$ cat src/rtl/capsense_scan_pkg.sv
// ---------------------------------------------------------------------------
// capsense_scan_pkg
// Shared definitions for the CSD capacitive-sense scan sequencer:
//   - scan_state_t : sequencer state encoding
//   - DEF_*        : default values for the sequencer parameters
//   - SEL_W/PTR_W  : sensor select width and search-pointer width (one extra
//                    bit so "one past sensor 15" is representable)
//   - TMR_W        : width of the shared settle/timeout cycle counter
//   - TIMEOUT_CODE : all-ones count reported when a measurement times out
// ---------------------------------------------------------------------------
package capsense_scan_pkg;

    typedef enum logic [2:0] {
        IDLE    = 3'd0,
        SELECT  = 3'd1,
        SETTLE  = 3'd2,
        MEASURE = 3'd3,
        RELEASE = 3'd4,
        OUTPUT  = 3'd5,
        DONE    = 3'd6
    } scan_state_t;

    localparam int DEF_NUM_SENSORS    = 16;
    localparam int DEF_CNT_WIDTH      = 16;
    localparam int DEF_SETTLE_CYCLES  = 4;
    localparam int DEF_TIMEOUT_CYCLES = 65535;

    localparam int SEL_W = 4;
    localparam int PTR_W = 5;
    localparam int TMR_W = 16;

    // Wide enough for any supported raw-count width (CNT_WIDTH <= 32);
    // the sequencer slices off the bits it needs.
    localparam int                     MAX_CNT_W    = 32;
    localparam logic [MAX_CNT_W-1:0]   TIMEOUT_CODE = '1;

endpackage

$ cat src/rtl/capsense_scan_prio_enc.sv
// ---------------------------------------------------------------------------
// capsense_scan_prio_enc
// Finds the lowest enabled sensor index that is >= a search pointer.
// Ports:
//   mask    [NUM_SENSORS] : enabled sensors
//   pointer [PTR_W]       : first index allowed (may be NUM_SENSORS)
//   index   [SEL_W]       : lowest enabled index >= pointer (0 if none)
//   found                 : 1 when such an index exists
// ---------------------------------------------------------------------------
module capsense_scan_prio_enc
    import capsense_scan_pkg::*;
#(
    parameter int NUM_SENSORS = DEF_NUM_SENSORS
) (
    input  logic [NUM_SENSORS-1:0] mask,
    input  logic [PTR_W-1:0]       pointer,
    output logic [SEL_W-1:0]       index,
    output logic                   found
);

    // Walk from the top down so the last hit written is the lowest index.
    always_comb begin
        index = '0;
        found = 1'b0;
        for (int i = NUM_SENSORS - 1; i >= 0; i--) begin
            if (mask[i] && (PTR_W'(i) >= pointer)) begin
                index = SEL_W'(i);
                found = 1'b1;
            end
        end
    end

endmodule

$ cat src/rtl/capsense_csd_scan_seq.sv
// ---------------------------------------------------------------------------
// capsense_csd_scan_seq
// Scan sequencer for a CSD capacitive-sense front end. On a scan request it
// visits every enabled sensor in ascending order: selects it on the analog
// mux, lets it settle, runs one measurement (with timeout), and hands the
// result to a consumer over a valid/ready handshake.
// Ports:
//   clock, reset           : rising-edge clock, synchronous active-high reset
//   scan_req, sensor_mask  : start a scan over the sensors set in the mask
//   abort                  : drop any scan in progress
//   meas_done, raw_count   : measure channel completion level and count
//   meas_start             : measure channel start level
//   sensor_sel, sensor_en  : analog mux select / connect
//   res_valid, res_ready,
//   res_idx, res_count,
//   res_err                : per-sensor result handshake
//   scan_busy, scan_done   : scan in progress / one-cycle end-of-scan pulse
// ---------------------------------------------------------------------------
module capsense_csd_scan_seq
    import capsense_scan_pkg::*;
#(
    parameter int NUM_SENSORS    = DEF_NUM_SENSORS,
    parameter int CNT_WIDTH      = DEF_CNT_WIDTH,
    parameter int SETTLE_CYCLES  = DEF_SETTLE_CYCLES,
    parameter int TIMEOUT_CYCLES = DEF_TIMEOUT_CYCLES
) (
    input  logic                   clock,
    input  logic                   reset,
    input  logic                   scan_req,
    input  logic                   abort,
    input  logic [NUM_SENSORS-1:0] sensor_mask,
    input  logic                   meas_done,
    input  logic [CNT_WIDTH-1:0]   raw_count,
    input  logic                   res_ready,
    output logic [SEL_W-1:0]       sensor_sel,
    output logic                   sensor_en,
    output logic                   meas_start,
    output logic                   res_valid,
    output logic [SEL_W-1:0]       res_idx,
    output logic [CNT_WIDTH-1:0]   res_count,
    output logic                   res_err,
    output logic                   scan_busy,
    output logic                   scan_done
);

    scan_state_t state;
    scan_state_t state_next;

    logic [NUM_SENSORS-1:0] mask_q;
    logic [PTR_W-1:0]       ptr_q;
    logic [SEL_W-1:0]       sel_q;
    logic [TMR_W-1:0]       cnt_q;

    logic [PTR_W-1:0]       after_sel;
    logic [PTR_W-1:0]       enc_ptr;
    logic [SEL_W-1:0]       enc_idx;
    logic                   enc_found;
    logic                   settle_last;
    logic                   meas_timeout;

    // One encoder serves both questions: in SELECT "which sensor now?", in
    // OUTPUT "is there any enabled sensor above the current one?".
    assign after_sel = PTR_W'(sel_q) + PTR_W'(1);
    assign enc_ptr   = (state == OUTPUT) ? after_sel : ptr_q;

    capsense_scan_prio_enc #(
        .NUM_SENSORS (NUM_SENSORS)
    ) u_prio_enc (
        .mask    (mask_q),
        .pointer (enc_ptr),
        .index   (enc_idx),
        .found   (enc_found)
    );

    // The cycle counter restarts at zero on entry to SETTLE and MEASURE, so
    // "count == N-1" marks the N-th cycle spent in that state.
    assign settle_last  = (cnt_q == TMR_W'(SETTLE_CYCLES - 1));
    assign meas_timeout = (cnt_q == TMR_W'(TIMEOUT_CYCLES - 1));

    always_ff @(posedge clock) begin
        if (reset) begin
            state <= IDLE;
        end else begin
            state <= state_next;
        end
    end

    // Next-state logic; abort overrides every transition, including a
    // simultaneous scan request in IDLE.
    always_comb begin
        state_next = state;
        case (state)
            IDLE: begin
                if (scan_req) begin
                    state_next = (|sensor_mask) ? SELECT : DONE;
                end
            end
            SELECT:  state_next = SETTLE;
            SETTLE: begin
                if (settle_last) begin
                    state_next = MEASURE;
                end
            end
            MEASURE: begin
                if (meas_done || meas_timeout) begin
                    state_next = RELEASE;
                end
            end
            RELEASE: begin
                if (!meas_done) begin
                    state_next = OUTPUT;
                end
            end
            OUTPUT: begin
                if (res_ready) begin
                    state_next = enc_found ? SELECT : DONE;
                end
            end
            DONE:    state_next = IDLE;
            default: state_next = IDLE;
        endcase
        if (abort) begin
            state_next = IDLE;
        end
    end

    // During SELECT the mux already follows the encoder; afterwards the
    // latched selection holds it steady through settle, measure and output.
    always_comb begin
        sensor_sel = (state == SELECT) ? enc_idx : sel_q;
        sensor_en  = (state == SELECT)  || (state == SETTLE) ||
                     (state == MEASURE) || (state == RELEASE) ||
                     (state == OUTPUT);
        meas_start = (state == MEASURE);
        res_valid  = (state == OUTPUT);
        scan_busy  = (state != IDLE);
        scan_done  = (state == DONE);
    end

    // Datapath: mask capture, search pointer, current selection, cycle
    // counter and result registers. Results only change in MEASURE and
    // RELEASE, so they are frozen for the whole time res_valid is high.
    always_ff @(posedge clock) begin
        if (reset) begin
            mask_q    <= '0;
            ptr_q     <= '0;
            sel_q     <= '0;
            cnt_q     <= '0;
            res_idx   <= '0;
            res_count <= '0;
            res_err   <= 1'b0;
        end else begin
            if ((state == IDLE) && scan_req && !abort) begin
                mask_q <= sensor_mask;
                ptr_q  <= '0;
            end
            if (state == SELECT) begin
                sel_q <= enc_idx;
                cnt_q <= '0;
            end
            if (state == SETTLE) begin
                cnt_q <= settle_last ? '0 : cnt_q + TMR_W'(1);
            end
            if (state == MEASURE) begin
                cnt_q <= cnt_q + TMR_W'(1);
                if (meas_done) begin
                    res_count <= raw_count;
                    res_err   <= 1'b0;
                end else if (meas_timeout) begin
                    res_count <= TIMEOUT_CODE[CNT_WIDTH-1:0];
                    res_err   <= 1'b1;
                end
            end
            if ((state == RELEASE) && !meas_done) begin
                res_idx <= sel_q;
            end
            if ((state == OUTPUT) && res_ready) begin
                ptr_q <= after_sel;
            end
        end
    end

endmodule

$ cat config.mk
export PLATFORM = sky130hd
export DESIGN_NAME = capsense_csd_scan_seq
export DESIGN_NICKNAME = d
export VERILOG_FILES = /design/src/rtl/capsense_scan_pkg.sv /design/src/rtl/capsense_scan_prio_enc.sv /design/src/rtl/capsense_csd_scan_seq.sv
export SDC_FILE = /design/constraint.sdc
export NUM_CORES = 1
export LEC_CHECK = 0
export CORE_UTILIZATION = 47
export DETAILED_ROUTE_END_ITERATION = 10
export HOLD_SLACK_MARGIN = 0.03
export PLACE_DENSITY = 0.76
export SETUP_SLACK_MARGIN = 0.1
export SYNTH_ARGS = -nofsm -noshare
export SYNTH_HDL_FRONTEND = slang
export SYNTH_SLANG_ARGS = --single-unit
$ cat constraint.sdc
create_clock -name clock -period 2.6 [get_ports clock]
set_input_delay 0.65 -clock clock [delete_from_list [all_inputs] [get_ports clock]]
set_output_delay 0.65 -clock clock [all_outputs]
set_load 0.01 [all_outputs]
-- Word-level counts from Yosys, hierarchy flattened
Index checks and enable logic that the tools add are counted.
W data, S select, Z words.
- register bits after elaboration: 65
- bits of input ports: 38
- output and inout bits: 30
- logic and storage cells: 127
- $add $sub $neg: 2
- magnitude comparators: 16
- eq/ne operators: 13
- mux-type cells: 52
- reductions and logical operators: 36
- operator list (operator ; count):
    $mux W16 ; 6
    $mux W4 ; 17
    $ge A4 B5 Y1 const A ; 8
    $mux W3 ; 7
    $ge A3 B5 Y1 const A ; 4
    $logic_and A1 B1 Y1 ; 20
    $mux W1 ; 18
    $pmux W3 S6 ; 1
    $add A16 B1 Y16 const B ; 1
    $eq A16 B16 Y1 const B ; 1
    $eq A16 B2 Y1 const B ; 1
    $reduce_or A16 Y1 ; 1
    $mux W5 ; 3
    $ge A1 B5 Y1 const A ; 2
    $ge A2 B5 Y1 const A ; 2
    $eq A3 B3 Y1 const B ; 3
    $ne A2 B2 Y1 const B ; 4
    $eq A3 B2 Y1 const B ; 2
    $reduce_bool A3 Y1 ; 2
    $add A4 B1 Y5 const B ; 1
    $logic_or A1 B1 Y1 ; 5
    $reduce_and A5 Y1 ; 1
    $reduce_bool A2 Y1 ; 2
    $eq A3 B1 Y1 const B ; 1
    other kinds (5) ; 6

-- Depth between registers and ports, before layout
- word-level depth: 23
- gate-level depth with buffers: 10
- mapped depth without buffers: 8

-- Cells and area by module
Synthesis repeated with hierarchy kept, for this count alone.
- cells, all modules: 390
- area, all modules: 3273.1 um^2
- modules (own cells, without submodules) (module ; instances ; cells each ; area each (um^2) ; sequential area each (um^2)):
    capsense_csd_scan_seq ; 1 ; 314 ; 2807.7 ; 1301.2
    capsense_scan_prio_enc ; 1 ; 76 ; 465.4 ; 0.0

-- Least setup slack after synthesis
No wires, ideal clock.
- path type: reg-to-output
- from: register sel_q[0]
- to: output port sensor_sel[2]
- data arrival time: 2264 ps
- required time: 1950 ps
- setup slack: -314 ps
- cell stages (with the launch flop): 9
- buffers on the path: 0
- path through: dfxtp_1 > ha_1 > xor2_1 > mux2i_1 > a211oi_1 > a211oi_2 > nor2_1 > a2111oi_4 > o31ai_1
- cells in the longest elaborated chain, start to end: 21
- elaborated cells between the ends (all ways): 51
- classes of those cells: add/sub (1); order compare (16); mux (18); reduce/logical (16)
- ends and longest elaborated chain (item ; RTL line ; text):
    from (decl) ; capsense_csd_scan_seq.sv:51 ; logic [SEL_W-1:0] sel_q;
    from (signal assigned) ; capsense_csd_scan_seq.sv:158 ; sel_q <= enc_idx;
    $add A4 B1 Y5 (*) ; capsense_csd_scan_seq.sv:63 ; assign after_sel = PTR_W'(sel_q) + PTR_W'(1);
    $mux W5 (*) ; capsense_csd_scan_seq.sv:64 ; assign enc_ptr = (state == OUTPUT) ? after_sel : ptr_q;
    $ge A4 B5 Y1 ; capsense_scan_prio_enc.sv:26 ; if (mask[i] && (PTR_W'(i) >= pointer)) begin
    $logic_and A1 B1 Y1 ; capsense_scan_prio_enc.sv:26 ;
    $mux W4 (15 in series) ; capsense_scan_prio_enc.sv:26 ;
    $mux W4 (*) ; capsense_scan_prio_enc.sv:26 ;
    $mux W4 (*) ; -- ;
    to (decl) ; capsense_csd_scan_seq.sv:35 ; output logic [SEL_W-1:0] sensor_sel,
Every way passes the cells marked *; elsewhere a longest branch is shown, timed or not.

-- Worst setup path in the final report
- from: register sel_q[1]
- to: output port sensor_sel[2]
The elaborated chain is that of the path after synthesis.

==> results_dict.tcl <==
set metrics [dict create \
    p_seq_frac 0.447 \
    htree_num_levels 3 \
    drive_above_1_share 0.268 \
    p_int_w 0.00167 \
    p_per_area_nw_per_um2 430 \
    finClkSkew_ns 0.0129 \
    core_um2 7250 \
    violations "negative setup slack" \
    drt_wl_total_um 11000 \
    setup_viol_count_final 4 \
    synth_edf_count 0 \
    met3_length_um 799 \
    fin_ws_ns -0.711 \
    period_share 1.27 \
    synth_commonest_cells "nor2_1 (80), dfxtp_1 (65), nand2_1 (58)" \
    slowest_stage "a2111oi_4" \
    ir_drop_mv 0.334 \
    reg2reg_setup_slack_ns 0.06 \
    path_clk_slew_ns 0.08 \
    tightest_slew_ns 0.667 \
    io_pins 68 \
    nNetsFinal 636 \
    worst_setup_path_end_kind "primary output" \
    combPwrFrac 0.169 \
    dieArea_um2 7840 \
    vias 3963 \
    setup_tns_ns -2.79 \
    drv_cap 0 \
    clk_path_buf_depth 2 \
    die_w_um 88.5 \
    wl_per_cell_um 15.8 \
    critPathMaxStageDelay_ns 0.40 \
    status "complete, but fails checks" \
    drt-initial-drc-count 190 \
    grtUsageTotal 0.288 \
    r2r_start "sel_q[1]" \
    die_h_um 88.5 \
    dp.cells 664 \
    antenna_found_initial 1 \
    top_layer_used "met5" \
    swShare 0.279 \
    rows 31 \
    holdWs_ns 0.459 \
    crit_family "compound AO/OA/AOI/OAI gates" \
    synthArstFlopShare 0 \
    worstHoldPathCells 2 \
    syn_inst 453 \
    grt_pass1_wl_um 17100 \
    initial_utilization 0.485 \
    finalHoldViolCount 0 \
    grt_max_degree 28 \
    post-route-min-period_ns 3.31 \
    slew_headroom 0.555 \
    io_buffers 67 \
    grt_pass1_vias 3587 \
    antenna_left 0 \
    netlist_area_um2 3520 \
    p_sw_w 0.000645 \
    yosys.cell_count.top_type "nor2_1" \
    insertion_delay_ns 0.36 \
    synthToLayoutAreaGrowth_pct 52.9 \
    firstDrtPassIters 6 \
    stdcell_count 699 \
    via_per_inst 5.67 \
    rsz0062_at_grt "yes" \
    synth_flop_cell "dfxtp_1" \
    place.gp.congestion 0.985 \
    criticalPathCategory "reg2out" \
    reg2reg_depth 13 \
    hp-start "mask_q[4]" \
    avgSynthCellArea_um2 7.77 \
    total_power_w 0.00231 \
    cp_data_arrival_time_ns 2.66 \
    critPathRequiredTime_ns 1.95 \
    r2r-end "sel_q[1]" \
    cts.sinks 65 \
    critPathMaxFanout 4 \
    hold_buffers 0 \
    drc 0 \
    ys.warnings.count 0 \
    cts_tree "yes" \
    post-dp-hpwl_um 7840 \
    netlist.area_leader.share 0.370 \
    overflow 0 \
    p_leak_nw 2.19 \
    route.met2.wl_um 5030 \
    final_core_util 0.742 \
    worstHoldPathType "reg2reg" \
    max_freq_ghz 0.302 \
    wl_met1_um 4800 \
    cp-start-kind "register" \
    cts_root_buf "clkbuf_8" \
    clkPwrFrac 0.385 \
    drv_slew 0 \
    ys_seq_area_frac 0.370 \
    ys_types 69 \
    ys_top_cells_by_area "dfxtp_1 (37%), nor2_1 (8.5%), nand2_1 (6.2%)" \
    antenna_cells 0 \
    ys_ff_latch 65 \
    synth_top_area_cell "dfxtp_1" \
    numCtsBuffers 9 \
    cp_num_buf_inv 3 \
    synth_nets 494 \
    worstPathCellList "ha_4 -> buf_6 -> mux2_2 -> a221oi_2 -> buf_4 -> o31ai_4 -> and3_4 -> nand3b_4 -> a2111oi_4 -> o31ai_2 -> buf_2" \
    hold_end "mask_q[4]" \
]
cell usage in the layout (no fill, tap or decap), types with 3 or more instances in the layout:
master / n
inv_1: 11
nor3_1: 21
a21oi_1: 32
o21ai_0: 8
a211o_1: 4
and3_1: 6
nor2_1: 77
buf_4: 76
a31oi_1: 3
nand2_1: 58
dfxtp_2: 5
and4_1: 3
xnor2_1: 6
xor2_1: 9
nand4_1: 5
clkdlybuf4s50_1: 59
nand3b_1: 3
dfxtp_1: 59
a21o_1: 4
mux2i_1: 5
a311oi_1: 3
o21bai_1: 3
buf_2: 4
nand2b_1: 3
nand3_1: 13
a211oi_2: 3
buf_6: 8
nor2b_1: 4
nor4_1: 9
a211oi_4: 3
clkbuf_8: 9
cell type report:
type / count / area, um^2
fillers: 574 / 1870
flip-flops and latches: 65 / 1310
inverters: 13 / 51.3
clock buffers: 9 / 124
clock inverters: 7 / 77.6
repair buffers: 153 / 1350
multi-input cells: 353 / 2340
well taps: 99 / 124
timing repair:
| item | in CTS | in global routing |
|---|---|---|
| pin swaps | 18 | 15 |
| cloned | 0 | 0 |
| buffers inserted | 14 | 5 |
| setup endpoints to repair | 8 | 16 |
| gates resized for setup | 52 | 17 |
power groups by stage:
stage               sequential, W  clock, W  combinational, W
floorplan                 0.00105         0          0.000174
global placement          0.00105         0          0.000341
detailed placement        0.00105         0          0.000342
CTS                       0.00103  0.000902          0.000370
global route              0.00103  0.000954          0.000418
finish                    0.00103  0.000889          0.000390
flip-flops by register name, summed over array words and instances, names as in the netlist:
register / count
res_count: 16
ptr_q: 5
res_err: 1
sel_q: 4
mask_q: 16
state: 3
res_idx: 4
cnt_q: 16
per-layer routing:
layer,GRT usage,vias up
met5,0,-
met4,0.103,2
met3,0.0924,37
met2,0.452,182
met1,0.373,1848
li1,-,1894
worst min-delay path: cells and delay by family (launching register included):
kind,cells,cell delay (ns)
AOI/OAI and AO/OA,1,0.05
DFF,1,0.32
and+or+nand+nor,1,0.05
metrics by stage:
step / instance area [um^2] / setup WS (ns)
after floorplan: 3590 / -0.0876
after global placement: 4790 / -0.717
after detailed placement: 4790 / -0.760
after CTS: 5280 / -0.755
after global routing: 5380 / -0.815
final: 5380 / -0.711
how the worst max path moves through the flow:
stage | from | to | slack [ns] | cells after the start
2_1_floorplan | state[0] | sensor_sel[2] | -0.09 | 10
3_3_place_gp | sel_q[1] | sensor_sel[1] | -0.72 | 9
3_5_place_dp | sel_q[1] | sensor_sel[1] | -0.76 | 9
4_1_cts | sel_q[1] | sensor_sel[2] | -0.75 | 12
5_1_grt | sel_q[1] | sensor_sel[2] | -0.81 | 11
6_report | sel_q[1] | sensor_sel[2] | -0.71 | 11
cells by family after synthesis:
logic type               after synthesis  share of synthesized area
multiplexers                           9                     0.0263
adder cells (fa/ha/maj)                3                     0.0107
AO/OA/AOI/OAI                         97                      0.196
flip-flops                            65                      0.370
buffers and inverters                 35                     0.0423
XOR/XNOR                              16                     0.0398
AND/OR/NAND/NOR                      228                      0.315
No activity file was read; power rests on OpenSTA's default activity.
